$ cat config.mk
export PLATFORM = sky130hd
export DESIGN_NAME = rng_draw
export DESIGN_NICKNAME = d
export VERILOG_FILES = /design/src/rtl/rng_draw.sv
export SDC_FILE = /design/constraint.sdc
export NUM_CORES = 1
export LEC_CHECK = 0
export BUFFER_PORTS_ARGS = -buffer_cell sky130_fd_sc_hd__buf_2
export CAP_MARGIN = 20
export CORE_ASPECT_RATIO = 1.5
export CORE_MARGIN = 4
export CORE_UTILIZATION = 30
export DETAILED_ROUTE_END_ITERATION = 12
export PLACE_DENSITY_LB_ADDON = 0.08
export SYNTH_ARGS = -nofsm -noshare
export SYNTH_HDL_FRONTEND = slang
export SYNTH_SLANG_ARGS = --single-unit
$ cat constraint.sdc
create_clock -name CLOCK_50 -period 3.3 [get_ports CLOCK_50]
set_input_delay 0.165 -clock CLOCK_50 [delete_from_list [all_inputs] [get_ports CLOCK_50]]
set_output_delay 0.165 -clock CLOCK_50 [all_outputs]
set_load 0.02 [all_outputs]
$ cat src/rtl/rng_draw.sv
// Random card-value generator for the blackjack datapath: free-running Galois LFSR,
// bounded rejection sampling into [MIN_VAL, MAX_VAL], debounced button, 2-digit 7-seg.
module rng_draw #(
  parameter int          LFSR_W       = 16,
  parameter logic [31:0] SEED         = 32'h0000_ACE1,
  parameter int          MIN_VAL      = 1,
  parameter int          MAX_VAL      = 13,
  parameter int          DEBOUNCE_CYC = 1000000,
  parameter int          MAX_TRY      = 8,
  localparam int         VAL_W        = $clog2(MAX_VAL + 1)
) (
  input  logic             CLOCK_50,
  input  logic [1:0]       KEY,
  input  logic             draw_req,
  output logic [VAL_W-1:0] rand_val,
  output logic             rand_valid,
  output logic             busy,
  output logic [7:0]       draw_count,
  output logic [6:0]       HEX0,
  output logic [6:0]       HEX1
);

  localparam int RANGE = MAX_VAL - MIN_VAL + 1;
  localparam int K     = (RANGE > 1) ? $clog2(RANGE) : 1;
  localparam int CNT_W = (DEBOUNCE_CYC > 1) ? $clog2(DEBOUNCE_CYC) : 1;
  localparam int TRY_W = (MAX_TRY > 1) ? $clog2(MAX_TRY) : 1;

  // Right-shifting Galois masks for maximal-length polynomials of each legal width.
  localparam logic [31:0] TAPS_ALL = (LFSR_W == 8)  ? 32'h0000_00B8 :
                                     (LFSR_W == 16) ? 32'h0000_B400 :
                                     (LFSR_W == 24) ? 32'h00E1_0000 :
                                                      32'h8020_0003;
  localparam logic [LFSR_W-1:0] TAPS   = TAPS_ALL[LFSR_W-1:0];
  localparam logic [LFSR_W-1:0] SEED_W = LFSR_W'(SEED);

  generate
    if (LFSR_W != 8 && LFSR_W != 16 && LFSR_W != 24 && LFSR_W != 32) begin : g_bad_width
      $error("rng_draw: LFSR_W must be 8, 16, 24 or 32");
    end
    if (SEED_W == '0) begin : g_bad_seed
      $error("rng_draw: SEED must be non-zero after truncation to LFSR_W");
    end
    if (MIN_VAL >= MAX_VAL || MAX_VAL > 99 || MIN_VAL < 0) begin : g_bad_range
      $error("rng_draw: need 0 <= MIN_VAL < MAX_VAL <= 99");
    end
    if (MAX_TRY < 1 || DEBOUNCE_CYC < 1) begin : g_bad_counts
      $error("rng_draw: MAX_TRY and DEBOUNCE_CYC must be at least 1");
    end
  endgenerate

  typedef enum logic [1:0] {
    IDLE   = 2'd0,
    SAMPLE = 2'd1,
    DONE   = 2'd2
  } state_t;

  logic clk;
  logic rst_n;
  assign clk   = CLOCK_50;
  assign rst_n = KEY[1];

  // ---------------------------------------------------------------- LFSR
  logic [LFSR_W-1:0] lfsr;

  always_ff @(posedge clk or negedge rst_n) begin
    if (!rst_n) begin
      lfsr <= SEED_W;
    end else if (lfsr == '0) begin
      lfsr <= SEED_W;
    end else if (lfsr[0]) begin
      lfsr <= (lfsr >> 1) ^ TAPS;
    end else begin
      lfsr <= lfsr >> 1;
    end
  end

  // ---------------------------------------------------------------- button
  logic             key_s1;
  logic             key_s2;
  logic             btn_db;
  logic [CNT_W-1:0] db_cnt;
  logic             db_hit;
  logic             press_pulse;

  // Counter only runs while the synchronised level disagrees with the accepted one.
  assign db_hit      = (key_s2 != btn_db) && (db_cnt == CNT_W'(DEBOUNCE_CYC - 1));
  assign press_pulse = db_hit && !key_s2;

  always_ff @(posedge clk or negedge rst_n) begin
    if (!rst_n) begin
      key_s1 <= 1'b1;
      key_s2 <= 1'b1;
      btn_db <= 1'b1;
      db_cnt <= '0;
    end else begin
      key_s1 <= KEY[0];
      key_s2 <= key_s1;
      if (key_s2 == btn_db) begin
        db_cnt <= '0;
      end else if (db_hit) begin
        btn_db <= key_s2;
        db_cnt <= '0;
      end else begin
        db_cnt <= db_cnt + 1'b1;
      end
    end
  end

  // ---------------------------------------------------------------- draw FSM
  // Handshake: req is a level sampled only in IDLE; rand_valid is a one-cycle
  // pulse in DONE with rand_val already updated; there is no backpressure.
  state_t           state_q;
  state_t           state_d;
  logic [TRY_W-1:0] try_cnt;
  logic [TRY_W-1:0] try_d;
  logic             req;
  logic             load_val;
  logic [7:0]       samp;
  logic [7:0]       acc_val;
  logic             in_range;
  logic             last_try;

  assign req      = press_pulse | draw_req;
  assign samp     = 8'(lfsr[K-1:0]);
  assign in_range = samp < 8'(RANGE);
  assign last_try = try_cnt == TRY_W'(MAX_TRY - 1);
  // Fallback is safe: 2^K < 2*RANGE, so samp - RANGE lands inside the range.
  assign acc_val  = in_range ? samp : samp - 8'(RANGE);

  always_comb begin
    state_d  = state_q;
    try_d    = try_cnt;
    load_val = 1'b0;
    case (state_q)
      IDLE: begin
        if (req) begin
          state_d = SAMPLE;
          try_d   = '0;
        end
      end
      SAMPLE: begin
        if (in_range || last_try) begin
          state_d  = DONE;
          load_val = 1'b1;
        end else begin
          try_d = try_cnt + 1'b1;
        end
      end
      DONE: begin
        state_d = IDLE;
      end
      default: begin
        state_d = IDLE;
      end
    endcase
  end

  always_ff @(posedge clk or negedge rst_n) begin
    if (!rst_n) begin
      state_q    <= IDLE;
      try_cnt    <= '0;
      rand_val   <= '0;
      draw_count <= '0;
    end else begin
      state_q <= state_d;
      try_cnt <= try_d;
      if (load_val) begin
        rand_val   <= VAL_W'(acc_val + 8'(MIN_VAL));
        draw_count <= draw_count + 8'd1;
      end
    end
  end

  assign busy       = (state_q != IDLE);
  assign rand_valid = (state_q == DONE);

  // ---------------------------------------------------------------- display
  function automatic logic [6:0] seg7(input logic [3:0] d);
    logic [6:0] s;
    case (d)
      4'd0:    s = 7'b1000000;
      4'd1:    s = 7'b1111001;
      4'd2:    s = 7'b0100100;
      4'd3:    s = 7'b0110000;
      4'd4:    s = 7'b0011001;
      4'd5:    s = 7'b0010010;
      4'd6:    s = 7'b0000010;
      4'd7:    s = 7'b1111000;
      4'd8:    s = 7'b0000000;
      4'd9:    s = 7'b0010000;
      default: s = 7'b1111111;
    endcase
    return s;
  endfunction

  logic [6:0] val7;
  logic [3:0] tens;
  logic [3:0] ones;

  assign val7 = 7'(rand_val);
  assign tens = 4'(val7 / 7'd10);
  assign ones = 4'(val7 % 7'd10);
  assign HEX0 = seg7(ones);
  assign HEX1 = (tens == 4'd0) ? 7'h7F : seg7(tens);

endmodule

### Yosys cells after proc, flatten, opt, wreduce, memory -nomap -nowiden

Memory sizes are Yosys's and may differ from the RTL's.
Index checks and enable logic that the tools add are counted.

| storage, ports and cells | value |
|---|---|
| output and inout bits | 28 |
| bits in registers | 56 |
| bits in read-only memories | 224 |
| memories | 2 |
| word-level logic and storage cells | 57 |

Memory list:

| name | words | width | rd ports | clocked after Yosys merged registers in | wr ports | line | text |
|---|---|---|---|---|---|---|---|
| (no name shown) | 16 | 7 | 1 | 0 | 0 | 180 | `case (d)` |
| (no name shown) | 16 | 7 | 1 | 0 | 0 | 180 |  |

| cells by class | value |
|---|---|
| order comparisons | 1 |
| $add $sub $neg | 5 |
| equal/unequal tests | 9 |
| divide/modulo/power cells | 2 |
| multiplexer cells | 14 |
| reductions and logical operators | 12 |
| bitwise operators | 3 |

Operators with widths:

| operator | number |
|---|---|
| 2-to-1 mux 20 bit | 2 |
| 2-to-1 mux 16 bit | 2 |
| adder 20 x 1 -> 20 bit, second input constant | 1 |
| equality test 20 bit, second input constant | 1 |
| logical NOT 16 bit | 1 |
| adder 8 x 1 -> 8 bit, second input constant | 1 |
| divider 4 x 4 -> 7 bit, second input constant | 1 |
| remainder unit 4 x 4 -> 7 bit, second input constant | 1 |
| 2-to-1 mux 7 bit | 1 |
| 2-to-1 mux 3 bit | 2 |
| inequality test 2 bit, second input constant | 3 |
| case mux 3 bit (2 select lines) | 1 |
| adder 4 x 1 -> 4 bit, second input constant | 1 |
| logical NOT 4 bit | 1 |
| less-than comparator 4 bit, second input constant | 1 |
| 2-to-1 mux 2 bit | 2 |
| 2-to-1 mux 4 bit | 1 |
| NOT 3 -> 4 bit | 1 |
| case mux 2 bit (2 select lines) | 1 |
| AND reduction 2 bit | 2 |
| nonzero test 2 bit | 2 |
| subtractor 4 bit, second input constant | 1 |
| adder 3 x 1 -> 3 bit, second input constant | 1 |
| equality test 3 bit, second input constant | 1 |
| other kinds (12) | 14 |

### Depth between registers and ports, before layout

| logic depth | value |
|---|---|
| word-level depth | 6 |
| depth in mapped cells | 14 |

### Least setup slack after synthesis

No wires, ideal clock.

| path | value |
|---|---|
| path type | flip-flop to output port |
| start point | register rand_val[1] |
| end point | output HEX0[5] |
| path buffers | 2 |
| data required time | 3,135 ps |
| arrival | 2,802 ps |
| stages on the path, launching flop included | 14 |
| setup slack | 333 ps |
| cells stage by stage | dfrtp_1 -> clkbuf_1 -> inv_1 -> ha_1 -> inv_1 -> ha_1 -> clkbuf_1 -> nand2b_1 -> o21ai_0 -> inv_1 -> ha_1 -> nor2b_1 -> o22ai_1 -> a2bb2oi_1 |

| on the way | value |
|---|---|
| word-level cells in the longest chain between the ends | 2 |

Ends and longest elaborated chain:

| item | line | text |
|---|---|---|
| start: declaration | 15 | `output logic [VAL_W-1:0] rand_val,` |
| start signal: assignment | 168 | `rand_val <= VAL_W'(acc_val + 8'(MIN_VAL));` |
| remainder unit 4 x 4 -> 7 bit | 202 | `assign ones = 4'(val7 % 7'd10);` |
| memory (16 x 7 bit) | - |  |
| end: declaration | 19 | `output logic [6:0] HEX0,` |

Every way passes these cells.

### Final worst setup path

Same ends and word-level chain as after synthesis.

==> reports/qor.tcl <==
set qor(outcome) {finished, final reports clean}
set qor(r2r_cells) 5
set qor(grt-ovfl-total) 0
set qor(reg2reg_setup_slack_ps) 960
set qor(detailed_place_hpwl_mm) 4.546
set qor(critical_path_required_ps) 3130
set qor(port-buffer-count) 26
set qor(rsz0062_at_grt) {no}
set qor(design.portCount) 32
set qor(drt_pre_antenna_iters) 4
set qor(total_power_mw) 2.503
set qor(async_flop_share_pct) 100.0
set qor(netlist.top_cell.by_area) {sky130_fd_sc_hd__dfrtp_1}
set qor(yosys.area_share.adder_pct) 5.412
set qor(postCtsSetupRepairBufs) 0
set qor(total_leakage_power_nw) 1.415
set qor(synth_ff_type) {sky130_fd_sc_hd__dfrtp_1}
set qor(timing.final.hold_violations) 0
set qor(synth_most_common_cell) {sky130_fd_sc_hd__dfrtp_1}
set qor(routed_wl_mm) 6.182
set qor(hold_ws_ps) 6.815
set qor(clkTransAtPathRegs_ps) 70
set qor(dr.first_iter.drc_count) 83
set qor(synth.yosys.seq_area_share_pct) 47.09
set qor(max_clock_freq_ghz) 0.3512
set qor(finalSetupTns_ps) 0
set qor(chipHeight_um) 130.6
set qor(yosysTopAreaCellShare_pct) 37.47
set qor(finish.instance_area_um2) 3363
set qor(number_of_cts_inserted_buffers) 5
set qor(initial_antenna_violation_count) 0
set qor(synth.avg_cell_area_um2) 9.726
set qor(layout_worst_path_cycle_share_pct) 86.29
set qor(relSlewSlack_pct) 35.48
set qor(floorplan.initialDensity_pct) 30.84
set qor(setup.worst_path.start_class) {flop}
set qor(synthesis.yosys.warnings) 0
set qor(post-route-min-period_ps) 2848
set qor(n_antenna_cell) 0
set qor(power.density_nw_per_um2) 744.1
set qor(worstPathMaxFanout) 7
set qor(clock_network_latency_to_the_later_pin_of_the_worst_skew_pair_ps) 290
set qor(drive_above_1_share_pct) 18.24
set qor(clkSinkCount) 56
set qor(hold_path_class) {in2async}
set qor(nets) 345
set qor(drv.max_cap_violation_count) 0
set qor(synthToLayoutAreaGrowth_pct) 11.91
set qor(cts-htree-levels) 2
set qor(synth_edf_count) 0
set qor(route.detailed.vias_per_inst) 4.957
set qor(grt_usage_pct) 11.14
set qor(synth_top_family_by_area) {simple AND/OR/NAND/NOR gates}
set qor(clock-skew-final_ps) 9.212
set qor(postSynthCellCount) 309
set qor(path_class) {reg2out}
set qor(detailroute.via_count) 2201
set qor(clock_tree_from_tritoncts) {done}
set qor(clk_path_buf_depth) 2
set qor(largest_net_degree_at_the_start_of_global_routing) 42
set qor(first_pass_grt_wire_length_mm) 10.62
set qor(die-width_um) 89.72
set qor(xor_xnor_fraction_of_synth_area_pct) 6.994
set qor(placeableCoreArea_um2) 9744
set qor(die_area_um2) 11720
set qor(cts-root-buf) {sky130_fd_sc_hd__clkbuf_16}
set qor(peakVddDrop_mv) 0.2440
set qor(synth_cell_type_count) 49
set qor(r2r-end) {draw_count[1]$_DFFE_PN0P_}
set qor(core.rowCount) 44
set qor(placed_area_um2) 3216
set qor(ys_ff_latch) 56
set qor(finalWeightedCongestion) 0.7756
set qor(synth_top_cells_by_count) {45 x sky130_fd_sc_hd__dfrtp_1, 29 x sky130_fd_sc_hd__nor2_1, 22 x sky130_fd_sc_hd__nand2_1}
set qor(post_synth_and_or_nand_nor_area_fraction_pct) 21.07
set qor(critical_path.reg2reg.startpoint) {try_cnt[0]$_DFFE_PN0P_}
set qor(antenna_violating_nets_post_route) 0
set qor(drc_violation_count_after_routing) 0
set qor(setup-violations-final) 0
set qor(drv_slew) 0
set qor(detail_route.wl_per_cell_um) 13.92
set qor(worstSetupEndpointType) {primary output}
set qor(number_of_global_route_vias_before_repair) 2256
set qor(synth.mux.area_fraction_pct) 3.206
set qor(synth.area.top_cells) {sky130_fd_sc_hd__dfrtp_1 37%, sky130_fd_sc_hd__dfstp_2 9.6%, sky130_fd_sc_hd__xnor2_1 5.8%}
set qor(netlist_area_um2) 3005
set qor(num-fill-cells) 1015
set qor(worst_pin_slew_ps) 963.6
set qor(synth-compound-area-share_pct) 10.03
set qor(cp.arrival_ps) 2680
## power by group
group	switching (mW)	total [mW]	internal [mW]
logic	0.703	1.14	0.435
registers	0.0895	0.848	0.759
clock network	0.235	0.517	0.281
## sequential cells by signal, indices dropped and copies added (netlist names)
signal	cells
draw_count	8
btn_db	1
db_cnt	20
lfsr	16
rand_val	4
key_s2	1
state_q	2
key_s1	1
try_cnt	3
## cell families after synthesis
group	after synthesis
DFF	56
xor gates and xnor gates	24
and+or+nand+nor	116
buffers and inverters	40
AOI/OAI and AO/OA	50
muxes	9
adders and majority gates	13
other	1
## how the worst max path moves through the flow
stage	slack [ps]	cells past startpoint	endpoint	startpoint
3_3_place_gp	710	12	HEX0[5]	rand_val[1]$_DFFE_PN0P_
3_5_place_dp	600	12	HEX0[5]	rand_val[1]$_DFFE_PN0P_
2_1_floorplan	330	13	HEX0[5]	rand_val[1]$_DFFE_PN0P_
6_report	450	12	HEX0[5]	rand_val[1]$_DFFE_PN0P_
4_1_cts	270	12	HEX0[5]	rand_val[1]$_DFFE_PN0P_
5_1_grt	140	13	HEX0[0]	rand_val[1]$_DFFE_PN0P_
## what timing repair did
action                                  in CTS  in global routing
resized for setup                            0                  1
hold endpoints to repair                     1                  0
endpoints found under the setup margin       0                  1
hold buffers                                 1                  0
## placed cells by master (no fill, tap or decap), types with 4 or more instances in the layout
cell / netlist / routed
sky130_fd_sc_hd__dfstp_2: 11 / 11
sky130_fd_sc_hd__xnor2_1: 20 / 20
sky130_fd_sc_hd__buf_2: 2 / 26
sky130_fd_sc_hd__mux2i_1: 4 / 4
sky130_fd_sc_hd__buf_4: 8 / 5
sky130_fd_sc_hd__xor2_1: 4 / 4
sky130_fd_sc_hd__mux2_2: 4 / 4
sky130_fd_sc_hd__or3_1: 4 / 4
sky130_fd_sc_hd__ha_1: 13 / 13
sky130_fd_sc_hd__nand3_1: 9 / 9
sky130_fd_sc_hd__nand4_1: 7 / 7
sky130_fd_sc_hd__clkbuf_16: 0 / 5
sky130_fd_sc_hd__inv_1: 16 / 16
sky130_fd_sc_hd__conb_1: 1 / 5
sky130_fd_sc_hd__nor2b_1: 5 / 5
sky130_fd_sc_hd__or4_1: 4 / 4
sky130_fd_sc_hd__dfrtp_1: 45 / 45
sky130_fd_sc_hd__nand2_1: 22 / 22
sky130_fd_sc_hd__a21oi_1: 16 / 16
sky130_fd_sc_hd__nand2b_1: 9 / 9
sky130_fd_sc_hd__nor2_1: 29 / 29
sky130_fd_sc_hd__nor3_1: 4 / 4
sky130_fd_sc_hd__o21ai_0: 14 / 13
sky130_fd_sc_hd__nor4_1: 8 / 8
## metal layers
layer | vias up | track usage [%] | wire length [µm]
met5 | - | 0 | 0
li1 | 1095 | - | -
met3 | 9 | 2.291 | 208
met4 | 0 | 4.242 | 110
met2 | 28 | 21.94 | 3397
met1 | 1069 | 11.65 | 2466
## critical path: stages, from the launching register on
cell                        delay [ps]
sky130_fd_sc_hd__dfrtp_1           380
sky130_fd_sc_hd__inv_1              90
sky130_fd_sc_hd__ha_1              160
sky130_fd_sc_hd__inv_1              40
sky130_fd_sc_hd__ha_1              260
sky130_fd_sc_hd__nand2b_1          180
sky130_fd_sc_hd__o21ai_1           250
sky130_fd_sc_hd__inv_1             140
sky130_fd_sc_hd__ha_1              240
sky130_fd_sc_hd__nor2b_1           140
sky130_fd_sc_hd__o22ai_1           170
sky130_fd_sc_hd__a2bb2oi_1         170
sky130_fd_sc_hd__buf_2             180
## cell type report
class | instances | area [µm²] | share of cell area [%]
Clock buffer | 7 | 132.6 | 3.943
Tap cell | 115 | 143.9 | 4.278
Timing Repair Buffer | 32 | 177.7 | 5.283
Multi-Input combinational cell | 217 | 1429 | 42.49
Sequential cell | 56 | 1415 | 42.08
Inverter | 16 | 60.06 | 1.786
Clock inverter | 1 | 5.005 | 0.1488
## through the flow
step / utilization (%) / instances / setup slack (ps)
final: 34.51 / 444 / 452.4
after detailed placement: 33.00 / 435 / 600.7
after global placement: 33.00 / 435 / 710.4
after global routing: 34.51 / 444 / 144.4
after floorplan: - / 313 / 332.9
after CTS: 34.51 / 444 / 272.0
Note: power is estimated with default switching activity, not from simulation.
